[config.mk]
export PLATFORM = sky130hd
export DESIGN_NAME = uart_rx_ctrl
export DESIGN_NICKNAME = d
export VERILOG_FILES = /design/src/rtl/uart_rx_pkg.sv /design/src/rtl/uart_rx_edge_bit_counter.sv /design/src/rtl/uart_rx_ctrl.sv
export SDC_FILE = /design/constraint.sdc
export NUM_CORES = 1
export LEC_CHECK = 0
export ABC_AREA = 1
export BUFFER_PORTS_ARGS = -buffer_cell sky130_fd_sc_hd__buf_2
export CORE_MARGIN = 3
export CORE_UTILIZATION = 58
export DETAILED_ROUTE_END_ITERATION = 10
export GPL_TIMING_DRIVEN = 0
export PLACE_DENSITY = 0.84
export SKIP_LAST_GASP = 1
export SLEW_MARGIN = 20
export SYNTH_ARGS = -nofsm -noshare
export SYNTH_HDL_FRONTEND = slang
export SYNTH_SLANG_ARGS = --single-unit
[constraint.sdc]
create_clock -name clk -period 2.3 [get_ports clk]
set_input_delay 0.46 -clock clk [delete_from_list [all_inputs] [get_ports clk]]
set_output_delay 0.46 -clock clk [all_outputs]
set_load 0.02 [all_outputs]
[src/rtl/uart_rx_pkg.sv]
// Shared definitions for the UART receive path: FSM encoding, legal
// oversampling ratios, parity sense and frame geometry.
package uart_rx_pkg;

    localparam int DATA_W = 8;
    localparam int EDGE_W = 5;

    typedef enum logic [2:0] {
        ST_IDLE   = 3'd0,
        ST_START  = 3'd1,
        ST_DATA   = 3'd2,
        ST_PARITY = 3'd3,
        ST_STOP   = 3'd4
    } state_t;

    localparam logic [5:0] PRESCALE_8  = 6'd8;
    localparam logic [5:0] PRESCALE_16 = 6'd16;
    localparam logic [5:0] PRESCALE_32 = 6'd32;

    localparam logic PAR_EVEN = 1'b0;
    localparam logic PAR_ODD  = 1'b1;

    // Only these ratios are supported by the sampler's vote window.
    function automatic logic prescale_ok(input logic [5:0] p);
        return (p == PRESCALE_8) || (p == PRESCALE_16) || (p == PRESCALE_32);
    endfunction

endpackage

[src/rtl/uart_rx_edge_bit_counter.sv]
// Oversample edge counter and frame bit counter. Counts only while a frame
// is active and wraps the edge index at the latched Prescale-1.
module uart_rx_edge_bit_counter #(
    parameter int EDGE_W = uart_rx_pkg::EDGE_W
) (
    input  logic              clk,
    input  logic              rst,
    input  logic              i_active,
    input  logic              i_clear,
    input  logic [EDGE_W-1:0] i_last_edge,
    output logic [EDGE_W-1:0] o_edge_count,
    output logic [3:0]        o_bit_count,
    output logic              o_bit_end
);

    logic [EDGE_W-1:0] r_edge;
    logic [3:0]        r_bit;

    assign o_bit_end    = i_active && (r_edge == i_last_edge);
    assign o_edge_count = r_edge;
    assign o_bit_count  = r_bit;

    // Advance the edge index each active cycle; roll into the next bit at bit end.
    always_ff @(posedge clk) begin
        // NOTE: non-blocking assignments keep every register updating from
        // pre-edge values, so evaluation order between blocks cannot matter.
        if (rst || !i_active || i_clear) begin
            r_edge <= '0;
            r_bit  <= '0;
        end else if (o_bit_end) begin
            r_edge <= '0;
            r_bit  <= r_bit + 4'd1;
        end else begin
            r_edge <= r_edge + EDGE_W'(1);
        end
    end

endmodule

[src/rtl/uart_rx_ctrl.sv]
// UART receive frame controller: start detection, sampler sequencing,
// LSB-first deserialisation, parity and stop checking, data_valid strobe.
module uart_rx_ctrl #(
    parameter int DATA_W = uart_rx_pkg::DATA_W,
    parameter int EDGE_W = uart_rx_pkg::EDGE_W
) (
    input  logic              clk,
    input  logic              rst,
    input  logic              RX_IN,
    input  logic [5:0]        Prescale,
    input  logic              PAR_EN,
    input  logic              PAR_TYP,
    input  logic              sampled_bit,
    output logic              data_sample_en,
    output logic [EDGE_W-1:0] edge_count,
    output logic [3:0]        bit_count,
    output logic [DATA_W-1:0] P_DATA,
    output logic              data_valid,
    output logic              par_err,
    output logic              stp_err,
    output logic              busy
);

    import uart_rx_pkg::*;

    state_t            r_state;
    state_t            w_next;

    // Frame configuration, frozen at start detection.
    logic [EDGE_W-1:0] r_last_edge;
    logic              r_par_en;
    logic              r_par_typ;

    logic [DATA_W-1:0] r_data;
    logic              r_par_err;
    logic              r_stp_err;

    logic              w_active;
    logic              w_bit_end;
    logic [EDGE_W-1:0] w_edge_count;
    logic [3:0]        w_bit_count;

    logic              w_start_det;
    logic              w_shift;
    logic              w_par_chk;
    logic              w_stp_chk;
    logic              w_data_valid;
    logic              w_par_expected;

    assign w_active = (r_state != ST_IDLE);

    uart_rx_edge_bit_counter #(
        .EDGE_W (EDGE_W)
    ) u_counter (
        .clk          (clk),
        .rst          (rst),
        .i_active     (w_active),
        .i_clear      (w_next == ST_IDLE),
        .i_last_edge  (r_last_edge),
        .o_edge_count (w_edge_count),
        .o_bit_count  (w_bit_count),
        .o_bit_end    (w_bit_end)
    );

    // Parity bit the transmitter should have sent for the received byte.
    assign w_par_expected = (r_par_typ == PAR_ODD) ? ~^r_data : ^r_data;

    // State register.
    always_ff @(posedge clk) begin
        if (rst) begin
            r_state <= ST_IDLE;
        end else begin
            r_state <= w_next;
        end
    end

    // Next-state and per-cycle control strobes; all actions happen at bit end.
    always_comb begin
        // NOTE: every output of this block gets a default first, so no path
        // leaves a signal unassigned and no latch can be inferred.
        w_next       = r_state;
        w_start_det  = 1'b0;
        w_shift      = 1'b0;
        w_par_chk    = 1'b0;
        w_stp_chk    = 1'b0;
        w_data_valid = 1'b0;
        case (r_state)
            ST_IDLE: begin
                // An unsupported ratio keeps the receiver parked.
                if (prescale_ok(Prescale) && !RX_IN) begin
                    w_next      = ST_START;
                    w_start_det = 1'b1;
                end
            end
            ST_START: begin
                // A high start bit at mid-bit is a glitch, not a frame.
                if (w_bit_end) begin
                    w_next = sampled_bit ? ST_IDLE : ST_DATA;
                end
            end
            ST_DATA: begin
                if (w_bit_end) begin
                    w_shift = 1'b1;
                    if (w_bit_count == 4'(DATA_W)) begin
                        w_next = r_par_en ? ST_PARITY : ST_STOP;
                    end
                end
            end
            ST_PARITY: begin
                if (w_bit_end) begin
                    w_par_chk = 1'b1;
                    w_next    = ST_STOP;
                end
            end
            ST_STOP: begin
                if (w_bit_end) begin
                    w_stp_chk    = 1'b1;
                    w_data_valid = sampled_bit && !r_par_err;
                    w_next       = ST_IDLE;
                end
            end
            default: begin
                w_next = ST_IDLE;
            end
        endcase
    end

    // Config latch, shift register and sticky error flags.
    always_ff @(posedge clk) begin
        // NOTE: the datapath registers are reset as well, because the
        // received byte and the flags must read 0 straight out of reset.
        if (rst) begin
            r_last_edge <= '0;
            r_par_en    <= 1'b0;
            r_par_typ   <= 1'b0;
            r_data      <= '0;
            r_par_err   <= 1'b0;
            r_stp_err   <= 1'b0;
        end else begin
            if (w_start_det) begin
                r_last_edge <= EDGE_W'(Prescale - 6'd1);
                r_par_en    <= PAR_EN;
                r_par_typ   <= PAR_TYP;
                r_par_err   <= 1'b0;
                r_stp_err   <= 1'b0;
            end
            if (w_shift) begin
                r_data <= {sampled_bit, r_data[DATA_W-1:1]};
            end
            if (w_par_chk) begin
                r_par_err <= (sampled_bit != w_par_expected);
            end
            if (w_stp_chk) begin
                r_stp_err <= ~sampled_bit;
            end
        end
    end

    assign data_sample_en = w_active;
    assign busy           = w_active;
    assign edge_count     = w_edge_count;
    assign bit_count      = w_bit_count;
    assign P_DATA         = r_data;
    assign data_valid     = w_data_valid;
    assign par_err        = r_par_err;
    assign stp_err        = r_stp_err;

endmodule

Word level (Yosys, flattened, before mapping)
Cells that the tools add are included.
{"block": "totals", "output_inout_bits": 22, "input_bits": 12, "register_bits": 29, "wordCells": 62}
{"block": "op_classes", "eq_ne": 10, "reduce_logical": 18, "bitwise": 1, "addsub": 3, "muxes": 21}
{"cell": "3-bit two-way mux", "n": 7}
{"cell": "3-bit case mux with 5 select lines", "n": 1}
{"cell": "1-bit two-way mux", "n": 12}
{"cell": "8-bit XNOR reduction", "n": 1}
{"cell": "8-bit parity", "n": 1}
{"cell": "3-bit by 2-bit == test with 1-bit output (second input constant)", "n": 2}
{"cell": "6-bit by 4-bit == test with 1-bit output (second input constant)", "n": 1}
{"cell": "6-bit by 5-bit == test with 1-bit output (second input constant)", "n": 1}
{"cell": "6-bit == test (second input constant)", "n": 1}
{"cell": "3-bit logical NOT", "n": 2}
{"cell": "5-bit by 1-bit adder with 5-bit output (second input constant)", "n": 1}
{"cell": "5-bit == test", "n": 1}
{"cell": "5-bit by 1-bit subtractor with 5-bit output (second input constant)", "n": 1}
{"cell": "4-bit by 1-bit adder with 4-bit output (second input constant)", "n": 1}
{"cell": "4-bit == test (second input constant)", "n": 1}
{"cell": "1-bit logical OR", "n": 4}
{"cell": "2-bit nonzero test", "n": 2}
{"cell": "3-bit by 1-bit == test with 1-bit output (second input constant)", "n": 1}
{"cell": "3-bit == test (second input constant)", "n": 1}
{"cell": "1-bit logical AND", "n": 3}
{"cell": "1-bit logical NOT", "n": 3}
{"cell": "3-bit nonzero test", "n": 1}
{"cell": "2-bit two-way mux", "n": 1}
{"cell": "2-bit OR reduction", "n": 1}
{"cell": "2 further kinds", "n": 2}

Depth between registers and ports, before layout
Gate-level depths: netlist of run 1.
{"block": "logic_depth", "word_depth": 9, "mapped_depth": 12, "ltp_nobuf": 12}

Hierarchy
From an unflattened synthesis of run 1, not the netlist that was laid out.
{"block": "unflattened", "hier_cells": 249, "hier_area_um2": 1656.6}
{"mod": "uart_rx_ctrl", "n_inst": 1, "cells_per_inst": 166, "area_per_inst_um2": 1092.3}
{"mod": "uart_rx_edge_bit_counter", "n_inst": 1, "cells_per_inst": 83, "area_per_inst_um2": 564.3}

Least setup slack after synthesis of run 1
OpenSTA, ideal clock, no wires.
{"block": "synth_path", "kind": "register to output", "startpoint": "reg u_counter.r_edge[4] (netlist: u_counter.o_edge_count[4])", "endpoint": "out data_valid", "stages_incl_launch_ff": 9, "path_slack_ns": 0.240, "arrival_time_ns": 1.600, "cell_sequence": "dfxtp_1 inv_1 nand2_1 nand2_1 nor2_4 nand3_4 inv_2 nand2_1 nor3_1"}
{"block": "synth_between", "elab_chain_cells": 4}
{"item": "from (decl)", "line": "uart_rx_edge_bit_counter.sv:16", "source": "logic [EDGE_W-1:0] r_edge;"}
{"item": "from (signal assigned)", "line": "uart_rx_edge_bit_counter.sv:34", "source": "r_edge <= r_edge + EDGE_W'(1);"}
{"item": "5-bit == test", "line": "uart_rx_edge_bit_counter.sv:19", "source": "assign o_bit_end = i_active && (r_edge == i_last_edge);"}
{"item": "1-bit logical AND", "line": "uart_rx_edge_bit_counter.sv:19"}
{"item": "1-bit two-way mux", "line": "uart_rx_ctrl.sv:116", "source": "if (w_bit_end) begin"}
{"item": "1-bit two-way mux", "line": "uart_rx_ctrl.sv:87", "source": "case (r_state)"}
{"item": "to (decl)", "line": "uart_rx_ctrl.sv:18", "source": "output logic data_valid,"}
No other way between the ends.

Final worst setup path of run 1
{"block": "layout_path", "startpoint": "reg u_counter.r_edge[2] (netlist: u_counter.o_edge_count[2])", "endpoint": "out data_valid"}
Same word-level chain as after synthesis.

==> impl_metrics.tcl, run 1 <==
set metrics [dict create \
    grt_max_degree 11 \
    crit_type "reg2out" \
    core_um2 2567 \
    rsz0062_at_grt "false" \
    grt_pass1_vias 1446 \
    drive_above_1_share_pct 27.27 \
    run_status "completed" \
    postRouteAntennaNets 0 \
    n_antenna_cell 0 \
    nNetsFinal 290 \
    worstMarginPinSlew_ns 0.4715 \
    die_x_um 58.98 \
    post-route-min-period_ns 2.157 \
    gp_congestion 0.8855 \
    setup_viol 0 \
    p_leak_nw 0.9404 \
    maxSlewHeadroom_pct 68.57 \
    synthFlopType "dfxtp_1" \
    synth-edff-count 0 \
    grt_pass1_wl_mm 5.899 \
    first_iter_violations 65 \
    cts-root-buf "clkbuf_4" \
    cts_inserted_buffers 5 \
    port_buffers 33 \
    cap_violations 0 \
    ys_warn_count 0 \
    ys_types 27 \
    start_kind "flop" \
    netlist_area_um2 1628 \
    skew_ns 0.01188 \
    avgSynthCellArea_um2 7.047 \
    firstDrtPassIters 4 \
    cts_tree "yes" \
    dieArea_um2 3478 \
    cp_max_fo 6 \
    hold_class "in2reg" \
    die_h_um 58.98 \
    vias_per_cell 5.043 \
    fill_cells 224 \
    postPlaceCellArea_um2 1831 \
    max_freq_ghz 0.4637 \
    synth-async-reset-ratio_pct 0 \
    post-route-period-util_pct 93.77 \
    p_per_area_nw_per_um2 565.1 \
    antenna_found_initial 0 \
    ys_seq_area_share_pct 35.66 \
    cts_buffer_depth 2 \
    drv_slew 0 \
    tns_ns 0 \
    place.detailed.hpwl_mm 2.574 \
    wl_per_cell_um 11.32 \
    grt_usage_pct 22.30 \
    via_count 1538 \
    finalHoldViolations 0 \
    cts_hold_buffers 0 \
    peakVddDrop_mv 0.5307 \
    endpoint_kind "primary output" \
    row_count 18 \
    clk_latency_ns 0.33 \
    io_pins 34 \
    ys_ff_latch 29 \
    worstPathArrival_ns 1.70 \
    clk_pin_slew_worst_paths_ns 0.09 \
    syn_inst 231 \
    synthToLayoutAreaGrowth_pct 19.52 \
    drc 0 \
    clkSinkCount 29 \
    htreeDepth 2 \
    required_ns 1.84 \
    fin_area_um2 1946 \
    syn-num-nets 247 \
    grt_overflow 0 \
    initial_core_util_pct 63.40 \
    wirelength_mm 3.453 \
]
==> stage by stage <==
stage	power (mW)	instances	setup WS (ns)	util (%)	hold WS [ns]
floorplan	0.6824	231	0.2395	-	0.4434
global placement	0.7268	294	0.3499	71.30	0.4594
detailed placement	0.7283	294	0.3371	71.30	0.4696
CTS	1.097	303	0.003651	74.51	0.3368
global route	1.148	305	0.0003647	75.78	0.3576
finish	1.099	305	0.1433	75.78	0.3558
==> metal layers <==
layer	up-vias	track usage, %	wire, um
met3	7	6.536	192
met2	37	37.85	1625
met1	696	26.19	1560
li1	798	-	-
met5	-	0	0
met4	0	9.061	75
==> state kept, by name, summed over array words and instances (netlist names) <==
name                    cells
stp_err                     1
u_counter.o_edge_count      5
r_state                     3
r_par_typ                   1
r_last_edge                 5
P_DATA                      8
u_counter.o_bit_count       4
r_par_en                    1
par_err                     1
==> power by group <==
part / switching (mW) / leakage, nW / internal, mW / total (mW)
clock network: 0.186 / 0.0413 / 0.177 / 0.363
registers: 0.0104 / 0.237 / 0.514 / 0.524
logic: 0.134 / 0.662 / 0.0780 / 0.212
==> layout make-up <==
type	instances	area [um^2]	share of cell area, %
plain buffers	3	16.27	0.8360
flip-flops and latches	29	588.1	30.23
repair buffers	36	190.2	9.775
inverters	40	152.6	7.846
well taps	30	37.54	1.929
clock inverters	1	5.005	0.2572
clock buffers	7	65.06	3.344
multi-input cells	159	890.9	45.79
==> layout by cell type, fill, tap and decap left out, types with 2 or more instances in the layout <==
| master | Yosys | final |
|---|---|---|
| a21oi_1 | 16 | 16 |
| buf_2 | 1 | 33 |
| buf_4 | 1 | 5 |
| clkbuf_4 | 0 | 5 |
| clkbuf_8 | 0 | 2 |
| dfxtp_1 | 29 | 23 |
| dfxtp_2 | 0 | 6 |
| ha_1 | 4 | 4 |
| inv_1 | 35 | 35 |
| inv_2 | 4 | 3 |
| nand2_1 | 60 | 58 |
| nand2_2 | 2 | 4 |
| nand3_1 | 8 | 8 |
| nand3_2 | 3 | 3 |
| nand3_4 | 2 | 2 |
| nand4_1 | 3 | 3 |
| nor2_1 | 21 | 21 |
| nor2_2 | 3 | 3 |
| nor2_4 | 4 | 4 |
| o21ai_0 | 11 | 11 |
| xnor2_1 | 8 | 8 |
| xor2_1 | 7 | 7 |
==> path summary, 6_finish.rpt <==
| check | startpoint | end | slack [ns] | depth (start not counted) |
|---|---|---|---|---|
| worst max-delay path | u_counter.o_edge_count[2] | data_valid | 0.14 | 9 |
| worst min-delay path | rst | r_last_edge[4] | 0.36 | 2 |
| worst max register to register | u_counter.o_bit_count[0] | u_counter.o_edge_count[1] | 0.57 | 11 |
| worst min register to register | u_counter.o_edge_count[0] | u_counter.o_edge_count[0] | 0.47 | 1 |
==> critical path: stages (launching register included) <==
cell	delay, ns
dfxtp_2	0.40
inv_1	0.08
nand2_2	0.09
nand2_2	0.07
nor2_4	0.12
nand3_4	0.10
inv_4	0.10
nand2_2	0.07
nor3_2	0.17
buf_4	0.17
==> logic make-up after synthesis <==
family / after synthesis / synth area share [%]
and+or+nand+nor: 111 / 33.67
buffers and inverters: 43 / 10.22
AOI/OAI and AO/OA: 29 / 9.301
DFF: 29 / 35.67
xor gates and xnor gates: 15 / 8.071
adders and majority gates: 4 / 3.075
==> repair_timing <==
| item | 4_1_cts | 5_1_grt |
|---|---|---|
| endpoints found under the setup margin | 1 | 1 |
| buffers inserted | 1 | 2 |
| gates resized for setup | 4 | 7 |
| pin swaps | 1 | 1 |
==> cells in the mapped netlist (3+ instances only) <==
library cell | instances | area share (%)
nand2_1 | 60 | 14
nor2_2 | 3 | 1.2
a21oi_1 | 16 | 4.9
nand4_1 | 3 | 1.2
nor2_1 | 21 | 4.8
nand3_2 | 3 | 1.8
ha_1 | 4 | 3.1
xnor2_1 | 8 | 4.3
xor2_1 | 7 | 3.8
inv_1 | 35 | 8.1
inv_2 | 4 | 0.92
o21ai_0 | 11 | 3.4
nor2_4 | 4 | 2.8
nand3_1 | 8 | 2.5
dfxtp_1 | 29 | 36
No activity file was read; power rests on OpenSTA's default activity.
==> run 2: changes to the inputs <==
- SYNTH_HIERARCHICAL: default -> 1
==> impl_metrics.tcl, run 2 <==
set metrics [dict create \
    place.detailed.hpwl_mm 2.643 \
    mostFrequentLayoutCells "nand2_1, inv_1, nor2_1, buf_2, a21oi_1" \
    core_um2 2590 \
    fin_area_um2 2087 \
    postRouteAntennaNets 0 \
    post-route-period-util_pct 100.3 \
    drive_above_1_share_pct 31.23 \
    antenna_found_initial 0 \
    worstPathArrival_ns 1.85 \
    p_per_area_nw_per_um2 421.4 \
    nNetsFinal 315 \
    worstMarginPinSlew_ns 0.3614 \
    layout.cells.non_filler 331 \
    drv_slew 0 \
    crit_type "reg2out" \
    grt_overflow 0 \
    grt_usage_pct 22.77 \
    failed_checks "setup timing" \
    n_antenna_cell 0 \
    maxSlewHeadroom_pct 75.90 \
    final_util_pct 80.58 \
    synth.most_common_cell "nand2_1" \
    clkPwrFrac_pct 33.5 \
    p_leak_nw 0.9723 \
    synthToLayoutAreaGrowth_pct 25.98 \
    die_x_um 59.45 \
    cts_buffer_depth 2 \
    initial_core_util_pct 63.96 \
    netlist_area_um2 1657 \
    synth_common_cells "nand2_1, inv_1, nor2_1, dfxtp_1, a21oi_1" \
    io_pins 34 \
    combPwrFrac_pct 9.5 \
    synthAdderAreaFrac_pct 2.266 \
    vias_per_cell 5.091 \
    gp_congestion 0.7980 \
    via_count 1685 \
    row_count 18 \
    ys_ff_latch 29 \
    grt_pass1_wl_mm 6.216 \
    htreeDepth 2 \
    ys_warn_count 6 \
    crit_end "data_valid" \
    yosys.area_share.simple_pct 37.16 \
    run_status "finished with violations" \
    dieArea_um2 3534 \
    hold_class "in2reg" \
    synth_mux_area_share_pct 0 \
    synth-edff-count 0 \
    cts_tree "yes" \
    required_ns 1.84 \
    dp_cells 312 \
    synth_top_area_cell "dfxtp_1" \
    port_buffers 33 \
    worstSetupStartpoint "r_last_edge[2]" \
    endpoint_kind "primary output" \
    setup_viol 1 \
    synth-async-reset-ratio_pct 0 \
    ys_types 28 \
    switchingPower_uw 224.6 \
    finalPower_uw 879.5 \
    reg2reg_to "u_counter/o_bit_count[3]" \
    start_kind "flop" \
    grt_pass1_vias 1429 \
    setup_slack_ns -0.006062 \
    tns_ns -0.006062 \
    worstReg2RegStart "r_last_edge[2]" \
    wl_per_cell_um 11.42 \
    first_iter_violations 96 \
    clkSinkCount 29 \
    rrSetupSlack_ns 0.09 \
    finalHoldViolations 0 \
    swShare_pct 25.54 \
    drc 0 \
    synth_top_family_by_area "simple AND/OR/NAND/NOR gates" \
    max_freq_ghz 0.4336 \
    rsz0062_at_grt "true" \
    syn_inst 249 \
    p_int_uw 654.9 \
    peakVddDrop_mv 0.4317 \
    skew_ns 0.006562 \
    wirelength_mm 3.780 \
    cp_max_fo 6 \
    largest_reg_flops 8 \
    cap_violations 0 \
    r2r_cells 18 \
    clk_pin_slew_worst_paths_ns 0.09 \
    yosys.area_share.xor_xnor_pct 3.172 \
    avgSynthCellArea_um2 6.653 \
    firstDrtPassIters 4 \
    cts_inserted_buffers 5 \
    power.share.sequential_pct 57.0 \
    post-route-min-period_ns 2.306 \
    ys_seq_area_share_pct 35.05 \
    synth_area_leaders "dfxtp_1, nand2_1, inv_1" \
    syn-num-nets 264 \
    layout_commonest_cell "nand2_1" \
    cts-root-buf "clkbuf_4" \
    grt_max_degree 11 \
    die_h_um 59.45 \
    clk_latency_ns 0.32 \
    postPlaceCellArea_um2 1859 \
    synth_top_area_share_pct 35.05 \
    synth_compound_gate_area_share_pct 10.73 \
    synthFlopType "dfxtp_1" \
]
## run 2: layout make-up
type / count / area, um^2
Buffer: 4 / 23.77
Clock buffer: 8 / 48.80
Fill cell: 190 / 503.0
Inverter: 45 / 175.2
Multi-Input combinational cell: 171 / 927.1
Sequential cell: 29 / 611.8
Tap cell: 30 / 37.54
Timing Repair Buffer: 44 / 262.8
## run 2: how the worst min path moves through the flow
stage          slack (ns)              to  depth (start not counted)           start
6_report             0.42       r_par_typ                          3         PAR_TYP
5_1_grt              0.43  r_last_edge[1]                          2             rst
4_1_cts              0.41       r_par_typ                          3         PAR_TYP
3_5_place_dp         0.45         stp_err                          2         stp_err
3_3_place_gp         0.45         stp_err                          2         stp_err
2_1_floorplan        0.44  r_last_edge[4]                          2  r_last_edge[4]
## run 2: routing by layer
metal | GRT usage (%) | vias up | wire length, um
met2 | 34.48 | 55 | 1722
met1 | 31.60 | 754 | 1748
met5 | 0 | - | 0
li1 | - | 874 | -
met4 | 8.738 | 0 | 31
met3 | 4.575 | 2 | 276
## run 2: timing repair
item | in CTS | in global routing
setup buffers | 2 | 9
hold buffers | 0 | 0
gates resized for setup | 6 | 30
pin swaps | 3 | 8
setup endpoints to repair | 10 | 10
## run 2: per-stage QoR
step / setup slack (ns) / hold WS, ns
final: -0.006062 / 0.4171
after CTS: 0.002613 / 0.4117
after floorplan: 0.1118 / 0.4353
after detailed placement: -0.1955 / 0.4530
after global routing: -0.1291 / 0.4341
after global placement: -0.1498 / 0.4479
## run 2: cells by family (layout without fill, tap and decap cells)
| kind of cell | count (synthesis) | in the layout |
|---|---|---|
| fa+ha+maj | 3 | 3 |
| xor+xnor | 6 | 6 |
| simple gates | 127 | 127 |
| flops | 29 | 29 |
| buf+inv | 49 | 101 |
| compound gates | 35 | 35 |
## run 2: worst max-delay path: stages, from the launching register on
cell      delay, ns
dfxtp_4        0.38
inv_2          0.03
nand2_1        0.07
nand2_2        0.08
nor2_4         0.12
nand3b_4       0.09
nor2_4         0.19
nand4_1        0.20
nor3_2         0.19
buf_4          0.16
## run 2: power by group through the flow
stage                     sequential, mW  clock [mW]  combinational (mW)
final                              0.501       0.295              0.0835
after global routing               0.502       0.325              0.0942
after CTS                          0.508       0.303              0.0727
after detailed placement           0.520           0              0.0708
after global placement             0.520           0              0.0699
after floorplan                    0.519           0              0.0476
